**src/rtl/fifo_wr_ctrl_cdc_pkg.sv**
```systemverilog
// Shared helpers for the dual-clock FIFO pointer logic: Gray/binary conversion
// and common constants used by both the write and read controllers.
package fifo_wr_ctrl_cdc_pkg;

    localparam int PTR_W_MAX = 32;
    localparam logic [15:0] DROP_CNT_MAX = 16'hFFFF;

    function automatic logic [PTR_W_MAX-1:0] bin2gray(input logic [PTR_W_MAX-1:0] b);
        return b ^ (b >> 1);
    endfunction

    // Narrower pointers are zero-extended by the caller; the leading zeros leave the result unchanged.
    function automatic logic [PTR_W_MAX-1:0] gray2bin(input logic [PTR_W_MAX-1:0] g);
        logic [PTR_W_MAX-1:0] b;
        b[PTR_W_MAX-1] = g[PTR_W_MAX-1];
        for (int i = PTR_W_MAX - 2; i >= 0; i--) begin
            b[i] = b[i+1] ^ g[i];
        end
        return b;
    endfunction

endpackage

```
**src/rtl/fifo_wr_ctrl_cdc_if.sv**
```systemverilog
// Producer-side handshake and RAM write port of the FIFO write controller.
interface fifo_wr_ctrl_cdc_if #(
    parameter int ADDR_BITS = 5
);
    logic                 i_valid;
    logic                 o_ready;
    logic                 o_wr_en;
    logic [ADDR_BITS-1:0] o_wr_addr;

    modport master (output i_valid, input o_ready, o_wr_en, o_wr_addr);
    modport slave  (input i_valid, output o_ready, o_wr_en, o_wr_addr);
endinterface

```
**src/rtl/fifo_wr_ctrl_cdc_ptr_sync.sv**
```systemverilog
// fifo_ptr_sync: multi-stage async-reset synchroniser for a Gray-coded pointer.
// Shared by the write and read controllers of the dual-clock FIFO.
module fifo_ptr_sync #(
    parameter int WIDTH  = 6,
    parameter int STAGES = 2
) (
    input  logic             clk,
    input  logic             rst_n,
    input  logic [WIDTH-1:0] d,
    output logic [WIDTH-1:0] q
);

    logic [WIDTH-1:0] chain [STAGES];

    // NOTE: this array is a handful of flops, not a RAM, so it takes the async reset like any register.
    always_ff @(posedge clk or negedge rst_n) begin
        if (!rst_n) begin
            for (int i = 0; i < STAGES; i++) begin
                chain[i] <= '0;
            end
        end else begin
            chain[0] <= d;
            for (int i = 1; i < STAGES; i++) begin
                chain[i] <= chain[i-1];
            end
        end
    end

    assign q = chain[STAGES-1];

endmodule

```
**src/rtl/fifo_wr_ctrl_cdc.sv**
```systemverilog
// Write-side controller of the dual-clock FIFO: write pointer, Gray export, full/fill status.
// Optional refused-write counter enabled by defining FIFO_WR_DROP_CNT_EN.
module fifo_wr_ctrl_cdc
    import fifo_wr_ctrl_cdc_pkg::*;
#(
    parameter int ADDR_BITS       = 5,
    parameter int ALMOST_FULL_THR = (1 << ADDR_BITS) - 4,
    parameter int SYNC_STAGES     = 2
) (
    input  logic                 wr_clk,
    input  logic                 wr_rst_n,
    fifo_wr_ctrl_cdc_if.slave    wr,
    output logic [ADDR_BITS:0]   o_wr_ptr_gray,
    input  logic [ADDR_BITS:0]   i_rd_ptr_gray,
    output logic [ADDR_BITS:0]   o_fill,
    output logic                 o_almost_full,
    output logic                 o_overflow,
    input  logic                 i_clr_overflow,
    output logic [15:0]          o_drop_cnt
);

    localparam int PW = ADDR_BITS + 1;
    localparam logic [PW-1:0] DEPTH_P = PW'(1 << ADDR_BITS);
    localparam logic [PW-1:0] THR_P   = PW'(ALMOST_FULL_THR);

    logic          rst_done_q;
    logic [PW-1:0] wr_bin_q;
    logic [PW-1:0] wr_bin_nxt;
    logic [PW-1:0] rd_gray_s;
    logic [PW-1:0] rd_bin_s;
    logic [PW-1:0] fill;
    logic          full;
    logic          ready;
    logic          accept;
    logic          refuse;

    fifo_ptr_sync #(
        .WIDTH  (PW),
        .STAGES (SYNC_STAGES)
    ) u_rd_sync (
        .clk   (wr_clk),
        .rst_n (wr_rst_n),
        .d     (i_rd_ptr_gray),
        .q     (rd_gray_s)
    );

    // The synced read pointer lags the real one, so fill can only over-estimate occupancy.
    // NOTE: every signal in this block gets a default first so no path leaves it unassigned (no latch).
    always_comb begin
        rd_bin_s   = PW'(gray2bin(PTR_W_MAX'(rd_gray_s)));
        fill       = wr_bin_q - rd_bin_s;
        full       = (fill == DEPTH_P);
        ready      = rst_done_q & ~full;
        accept     = wr.i_valid & ready;
        refuse     = rst_done_q & wr.i_valid & ~ready;
        wr_bin_nxt = wr_bin_q + PW'(1);
    end

    assign wr.o_ready     = ready;
    assign wr.o_wr_en     = accept;
    assign wr.o_wr_addr   = wr_bin_q[ADDR_BITS-1:0];
    assign o_fill         = rst_done_q ? fill : '0;
    assign o_almost_full  = rst_done_q & (fill >= THR_P);

    always_ff @(posedge wr_clk or negedge wr_rst_n) begin
        if (!wr_rst_n) begin
            rst_done_q <= 1'b0;
        end else begin
            rst_done_q <= 1'b1;
        end
    end

    // The Gray copy is its own flop so the read domain never samples combinational glitches.
    // NOTE: state registers use non-blocking assignments so all flops update from pre-edge values.
    always_ff @(posedge wr_clk or negedge wr_rst_n) begin
        if (!wr_rst_n) begin
            wr_bin_q      <= '0;
            o_wr_ptr_gray <= '0;
        end else if (accept) begin
            wr_bin_q      <= wr_bin_nxt;
            o_wr_ptr_gray <= PW'(bin2gray(PTR_W_MAX'(wr_bin_nxt)));
        end
    end

    // A new refusal in the same cycle as a clear keeps the flag up.
    always_ff @(posedge wr_clk or negedge wr_rst_n) begin
        if (!wr_rst_n) begin
            o_overflow <= 1'b0;
        end else if (refuse) begin
            o_overflow <= 1'b1;
        end else if (i_clr_overflow) begin
            o_overflow <= 1'b0;
        end
    end

`ifdef FIFO_WR_DROP_CNT_EN
    logic [15:0] drop_q;

    always_ff @(posedge wr_clk or negedge wr_rst_n) begin
        if (!wr_rst_n) begin
            drop_q <= '0;
        end else if (i_clr_overflow) begin
            drop_q <= '0;
        end else if (refuse && (drop_q != DROP_CNT_MAX)) begin
            drop_q <= drop_q + 16'd1;
        end
    end

    assign o_drop_cnt = drop_q;
`else
    assign o_drop_cnt = '0;
`endif

endmodule

```
**src/flat_wrapper.sv**
```systemverilog
// flat-port wrapper written by rule: the top's interface ports become plain ports
module fifo_wr_ctrl_cdc_flat import fifo_wr_ctrl_cdc_pkg::*;
#(
    parameter int ADDR_BITS       = 5,
    parameter int ALMOST_FULL_THR = (1 << ADDR_BITS) - 4,
    parameter int SYNC_STAGES     = 2
)
  (wr_clk, wr_rst_n, o_wr_ptr_gray, i_rd_ptr_gray, o_fill, o_almost_full, o_overflow, i_clr_overflow, o_drop_cnt, wr_i_valid, wr_o_ready, wr_o_wr_en, wr_o_wr_addr);
  fifo_wr_ctrl_cdc_if #(.ADDR_BITS(ADDR_BITS)) wr_i ();
  input  logic wr_clk;
  input  logic wr_rst_n;
  output logic [ADDR_BITS:0] o_wr_ptr_gray;
  input  logic [ADDR_BITS:0] i_rd_ptr_gray;
  output logic [ADDR_BITS:0] o_fill;
  output logic o_almost_full;
  output logic o_overflow;
  input  logic i_clr_overflow;
  output logic [15:0] o_drop_cnt;
  input wire logic [$bits(wr_i.i_valid)-1:0] wr_i_valid;
  output wire logic [$bits(wr_i.o_ready)-1:0] wr_o_ready;
  output wire logic [$bits(wr_i.o_wr_en)-1:0] wr_o_wr_en;
  output wire logic [$bits(wr_i.o_wr_addr)-1:0] wr_o_wr_addr;
  assign wr_i.i_valid = wr_i_valid;
  assign wr_o_ready = wr_i.o_ready;
  assign wr_o_wr_en = wr_i.o_wr_en;
  assign wr_o_wr_addr = wr_i.o_wr_addr;
  fifo_wr_ctrl_cdc #(.ADDR_BITS(ADDR_BITS), .ALMOST_FULL_THR(ALMOST_FULL_THR), .SYNC_STAGES(SYNC_STAGES)) u_core (.wr_clk(wr_clk), .wr_rst_n(wr_rst_n), .wr(wr_i), .o_wr_ptr_gray(o_wr_ptr_gray), .i_rd_ptr_gray(i_rd_ptr_gray), .o_fill(o_fill), .o_almost_full(o_almost_full), .o_overflow(o_overflow), .i_clr_overflow(i_clr_overflow), .o_drop_cnt(o_drop_cnt));
endmodule
```
**config.mk**
```make
export PLATFORM = sky130hd
export DESIGN_NAME = fifo_wr_ctrl_cdc_flat
export DESIGN_NICKNAME = d
export VERILOG_FILES = /design/src/rtl/fifo_wr_ctrl_cdc_pkg.sv /design/src/rtl/fifo_wr_ctrl_cdc_if.sv /design/src/rtl/fifo_wr_ctrl_cdc_ptr_sync.sv /design/src/rtl/fifo_wr_ctrl_cdc.sv /design/src/flat_wrapper.sv
export SDC_FILE = /design/constraint.sdc
export NUM_CORES = 1
export LEC_CHECK = 0
export ABC_CLOCK_PERIOD_IN_PS = 9500
export BUFFER_PORTS_ARGS = -buffer_cell sky130_fd_sc_hd__buf_4
export CAP_MARGIN = 20
export CORE_ASPECT_RATIO = 1.1
export CORE_MARGIN = 5
export CORE_UTILIZATION = 53
export DETAILED_ROUTE_END_ITERATION = 8
export GPL_TIMING_DRIVEN = 1
export PLACE_DENSITY = 0.83
export SYNTH_ARGS = -nofsm -noshare
export SYNTH_HDL_FRONTEND = slang
export SYNTH_SLANG_ARGS = --single-unit
export TNS_END_PERCENT = 1
```
**constraint.sdc**
```tcl
create_clock -name wr_clk -period 9.5 [get_ports wr_clk]
set_input_delay 0.475 -clock wr_clk [delete_from_list [all_inputs] [get_ports wr_clk]]
set_output_delay 0.475 -clock wr_clk [all_outputs]
set_load 0.02 [all_outputs]
```
; Yosys cells after proc, flatten, opt, wreduce, memory -nomap -nowiden
; Cells that the tools add are included.
[classes]
n_addsub = 2
order_cmp = 1
eq_ne = 1
n_mux = 3
bitwise = 13
reduce_logical = 1
[ops]
columns = cell, n
row1 = $add A6 B1 Y6 const B, 1
row2 = $eq A6 B6 Y1 const B, 1
row3 = $ge A6 B5 Y1 const B, 1
row4 = $mux W6, 1
row5 = $sub A6 B6 Y6, 1
row6 = $xor A6 B5 Y6, 1
row7 = $and A1 B1 Y1, 5
row8 = $xor A1 B1 Y1, 5
row9 = $mux W1, 2
row10 = $not A1 Y1, 2
row11 = $reduce_bool A2 Y1, 1
[word_totals]
register_bits = 26
inputBits = 10
out_inout_bits = 37

; Depth between registers and ports, before layout
[depth]
depth_word = 12
mapped_depth = 14

; By module
; A second synthesis with hierarchy kept.
[hier_totals]
cells_unflattened = 128
hier_area_um2 = 1442.6
[modules_own_cells]
columns = mod, instances, cells_per_inst, area_per_inst_um2, seq_area_each_um2
row1 = fifo_wr_ctrl_cdc, 1, 110, 1097.3, 325.3
row2 = fifo_ptr_sync, 1, 18, 345.3, 300.3

; Worst setup path before layout
; OpenSTA, ideal clock, no wires.
[synth_path]
kind = reg-to-output
start = reg u_core.u_rd_sync.chain (netlist bit u_core.u_rd_sync.q[5])
end = out wr_o_wr_en
t_arrival_ns = 3.490
t_required_ns = 9.025
path_slack_ns = 5.535
path_stages_with_launch = 14
path_buffers = 0
path_cell_list = dfrtp_1 -> xnor2_1 -> xor2_1 -> xor2_1 -> xor2_1 -> xnor2_1 -> ha_1 -> inv_1 -> fa_1 -> xor2_1 -> or3b_2 -> a2111o_1 -> nand3_4 -> inv_1
[synth_between]
elab_chain_len = 10
[synth_rtl]
columns = item, line
row1 = start: declaration, fifo_wr_ctrl_cdc_ptr_sync.sv:13  ; logic [WIDTH-1:0] chain [STAGES];
row2 = start signal: indexed assignment, fifo_wr_ctrl_cdc_ptr_sync.sv:24  ; chain[i] <= chain[i-1];
row3 = $xor A1 B1 Y1 (5 in a row), fifo_wr_ctrl_cdc_pkg.sv:17  ; b[i] = b[i+1] ^ g[i];
row4 = $sub A6 B6 Y6 (*), fifo_wr_ctrl_cdc.sv:51  ; fill = wr_bin_q - rd_bin_s;
row5 = $eq A6 B6 Y1 (*), fifo_wr_ctrl_cdc.sv:52  ; full = (fill == DEPTH_P);
row6 = $not A1 Y1 (*), fifo_wr_ctrl_cdc.sv:53  ; ready = rst_done_q & ~full;
row7 = $and A1 B1 Y1 (*), fifo_wr_ctrl_cdc.sv:53
row8 = $and A1 B1 Y1 (*), fifo_wr_ctrl_cdc.sv:54  ; accept = wr.i_valid & ready;
row9 = end: declaration, flat_wrapper.sv:21  ; output wire logic [$bits(wr_i.o_wr_en)-1:0] wr_o_wr_en;
; Every way passes the cells marked *; elsewhere a longest branch is shown, timed or not.

; Worst setup path in the final report
; Ends and elaborated chain as after synthesis.

==> results.yml <==
worst_setup_path:
  endpoint_kind: "output pin"
  r2r_cells: 13
  worstSetupStartpointType: "flop"
  rr_endpoint: "u_core.wr_bin_q[1]$_DFFE_PN0P_"
  rrSetupSlack_ns: 5.33
  cp.required_ns: 9.03
  path_class: "flop to output pin"
  worstPathArrival_ns: 4.23
  r2r-start: "u_core.u_rd_sync.q[5]$_DFF_PN0_"
  crit_path_max_fanout: 8
global_routing:
  first_global_vias: 951
  overflow: 0
  grt_use_met1_pct: 17.0
  grt_util_all_layers_pct: 14.4
  antenna_found_initial: 0
  grt_start_max_net_pins: 26
  grt_pass1_wl_um: 4170
  use_met2_pct: 24.0
  met3_usage_pct: 3.62
  grt_busiest_layer: "met2"
clocking:
  cts.path.max_buffers: 2
  cts_setup_buffers: 0
  cts.repair.resized: 0
  path_clk_slew_ns: 0.13
  clock_latency_ns: 0.31
  cts_buffers: 3
  ctsHoldBuffers: 0
  htree_levels: 1
  cts-root-buf: "clkbuf_4"
  cts_tree: "built"
  cts_sinks: 25
run:
  cap_violations: 0
pwr:
  power_density_nw_per_um2: 344
  vdd_drop_max_mv: 0.265
  power_leakage_nw: 0.768
layout:
  num-nets-final: 178
  final_area_um2: 1620
  syn2layout_area_growth_pct: 15.3
  antenna_cells: 0
  mostFrequentLayoutCells: "buf_4 (30), dfrtp_1 (25), conb_1 (17)"
  final_common_cell: "buf_4"
  drive_above_1_share_pct: 27.5
die:
  dieArea_um2: 3790
  die_y_um: 64.1
  fp.coreArea_um2: 2520
  fp.dieW_um: 59.2
  rows: 19
  initial_core_util_pct: 55.9
  io_pins: 47
detailed_routing:
  drt-pass1-iter-count: 4
  antenna_left: 0
  drc: 0
  wirelength_um: 2480
  drtIter0Drc: 30
  vias: 949
  viasPerCell: 4.97
  post_drt_wl_per_cell_um: 13.0
status:
  outcome: "complete, no violations"
logic_synthesis:
  ys_types: 32
  seq_area_frac_synth_pct: 44.4
  yosysWarnings: 0
  avgSynthCellArea_um2: 10.8
  synthCells: 130
  synthesis.area_um2: 1410
  ys_ff_latch: 25
place:
  gp_congestion: 0.796
  post-place-ws_ns: 5.11
  placed_area_um2: 1600
  portBuffers: 30
  hpwlAfterDp_um: 2030
timing:
  finClkSkew_ns: 0.0168
  hold_viol: 0
  fmax_mhz: 213
  fin_setup_tns_ns: 0
  period_needed_ns: 4.70
  fin_crit_sh_pct: 49.5
  slew_viol_final: 0
  setup-violations-final: 0
  rsz0062_at_grt: "false"
  worst_slack_ns: 4.80
worst_hold_path:
  hold_class: "input port to async pin"
## cell usage after synthesis, drive strengths merged
master  instances  area share (%)
a21oi           3             1.1
a2111o          1            0.80
ha              6             5.3
inv             5             1.3
fa              1             1.4
o22ai           3             1.3
nand2b          1            0.44
buf            16             8.5
mux2            6             4.8
xnor2          15             9.3
nand4           1            0.44
o221ai          1            0.62
nand3           6             3.0
and2            5             2.2
or3b            1            0.62
o211a           1            0.71
dfrtp          25              44
conb            2            0.53
a21o            1            0.53
nor3            3             1.1
a21boi          1            0.53
a31o            1            0.62
o21ai           1            0.35
xor2            6             4.3
a32oi           1            0.62
clkbuf          3            0.80
or2             1            0.44
nand2           9             2.4
nor2            2            0.53
nor2b           2            0.89
## report_power, final
part	switching (W)	internal (W)
Sequential	0.0000377	0.000131
Combinational	0.000180	0.000165
Clock	0.0000286	0.0000164
Total	0.000246	0.000312
## cell families after synthesis
group	count (synthesis)	synth area share [%]
adder cells (fa/ha/maj)	7	6.75
AO/OA/AOI/OAI	14	7.19
XOR/XNOR	21	13.6
buffers and inverters	24	10.7
AND/OR/NAND/NOR	31	12.1
other	2	0.533
flip-flops	25	44.4
multiplexers	6	4.80
## critical path, stage by stage, from the launching register on
cell and delay [ns]:
dfrtp_1 0.44, xnor2_1 0.25, xor2_1 0.26, xor2_1 0.27
xor2_1 0.35, xnor2_1 0.17, ha_1 0.20, inv_1 0.06
fa_1 0.39, xor2_1 0.16, or3b_2 0.46, a2111o_1 0.51
nand3_4 0.19, inv_1 0.06, buf_4 0.15
## metal layers
| layer | part of all wire [%] | vias to the layer above |
|---|---|---|
| met5 | 0 | - |
| met4 | 2.3 | 0 |
| met1 | 39 | 442 |
| met2 | 49 | 36 |
| met3 | 9.4 | 4 |
| li1 | - | 467 |
## flip-flops by register name (all words and copies together), names as in the netlist
name and count:
u_core.u_rd_sync.chain 6, u_core.u_rd_sync.q 6, u_core.wr_bin_q 6, u_core.o_wr_ptr_gray 5, u_core.o_overflow 1, u_core.rst_done_q 1
## per-stage QoR
step / utilization [%] / hold WS [ns] / power, W / instances
3_5_place_dp: 63.4 / 0.335 / 0.000517 / 187
3_3_place_gp: 63.4 / 0.333 / 0.000505 / 187
4_1_cts: 64.4 / 0.0320 / 0.000563 / 191
2_1_floorplan: - / 0.179 / 0.000413 / 145
5_1_grt: 64.4 / 0.0415 / 0.000603 / 191
6_report: 64.4 / 0.0308 / 0.000558 / 191
## worst max path at each step
stage / end / startpoint / slack [ns] / cells after the start
floorplan: wr_o_wr_en / u_core.u_rd_sync.q[5]$_DFF_PN0_ / 5.53 / 13
global placement: wr_o_wr_en / u_core.u_rd_sync.q[5]$_DFF_PN0_ / 5.34 / 14
detailed placement: wr_o_wr_en / u_core.u_rd_sync.q[5]$_DFF_PN0_ / 5.11 / 14
CTS: wr_o_wr_en / u_core.u_rd_sync.q[5]$_DFF_PN0_ / 4.76 / 14
global route: wr_o_wr_en / u_core.u_rd_sync.q[5]$_DFF_PN0_ / 4.49 / 14
finish: wr_o_wr_en / u_core.u_rd_sync.q[5]$_DFF_PN0_ / 4.80 / 14
## final cells by class
type	instances	area, µm²
fill	203	896
multi-input combinational	96	689
sequential	25	626
timing repair buffer	30	225
tap	31	38.8
clock buffer	4	26.3
inverter	5	18.8
No activity file was read; power rests on OpenSTA's default activity.
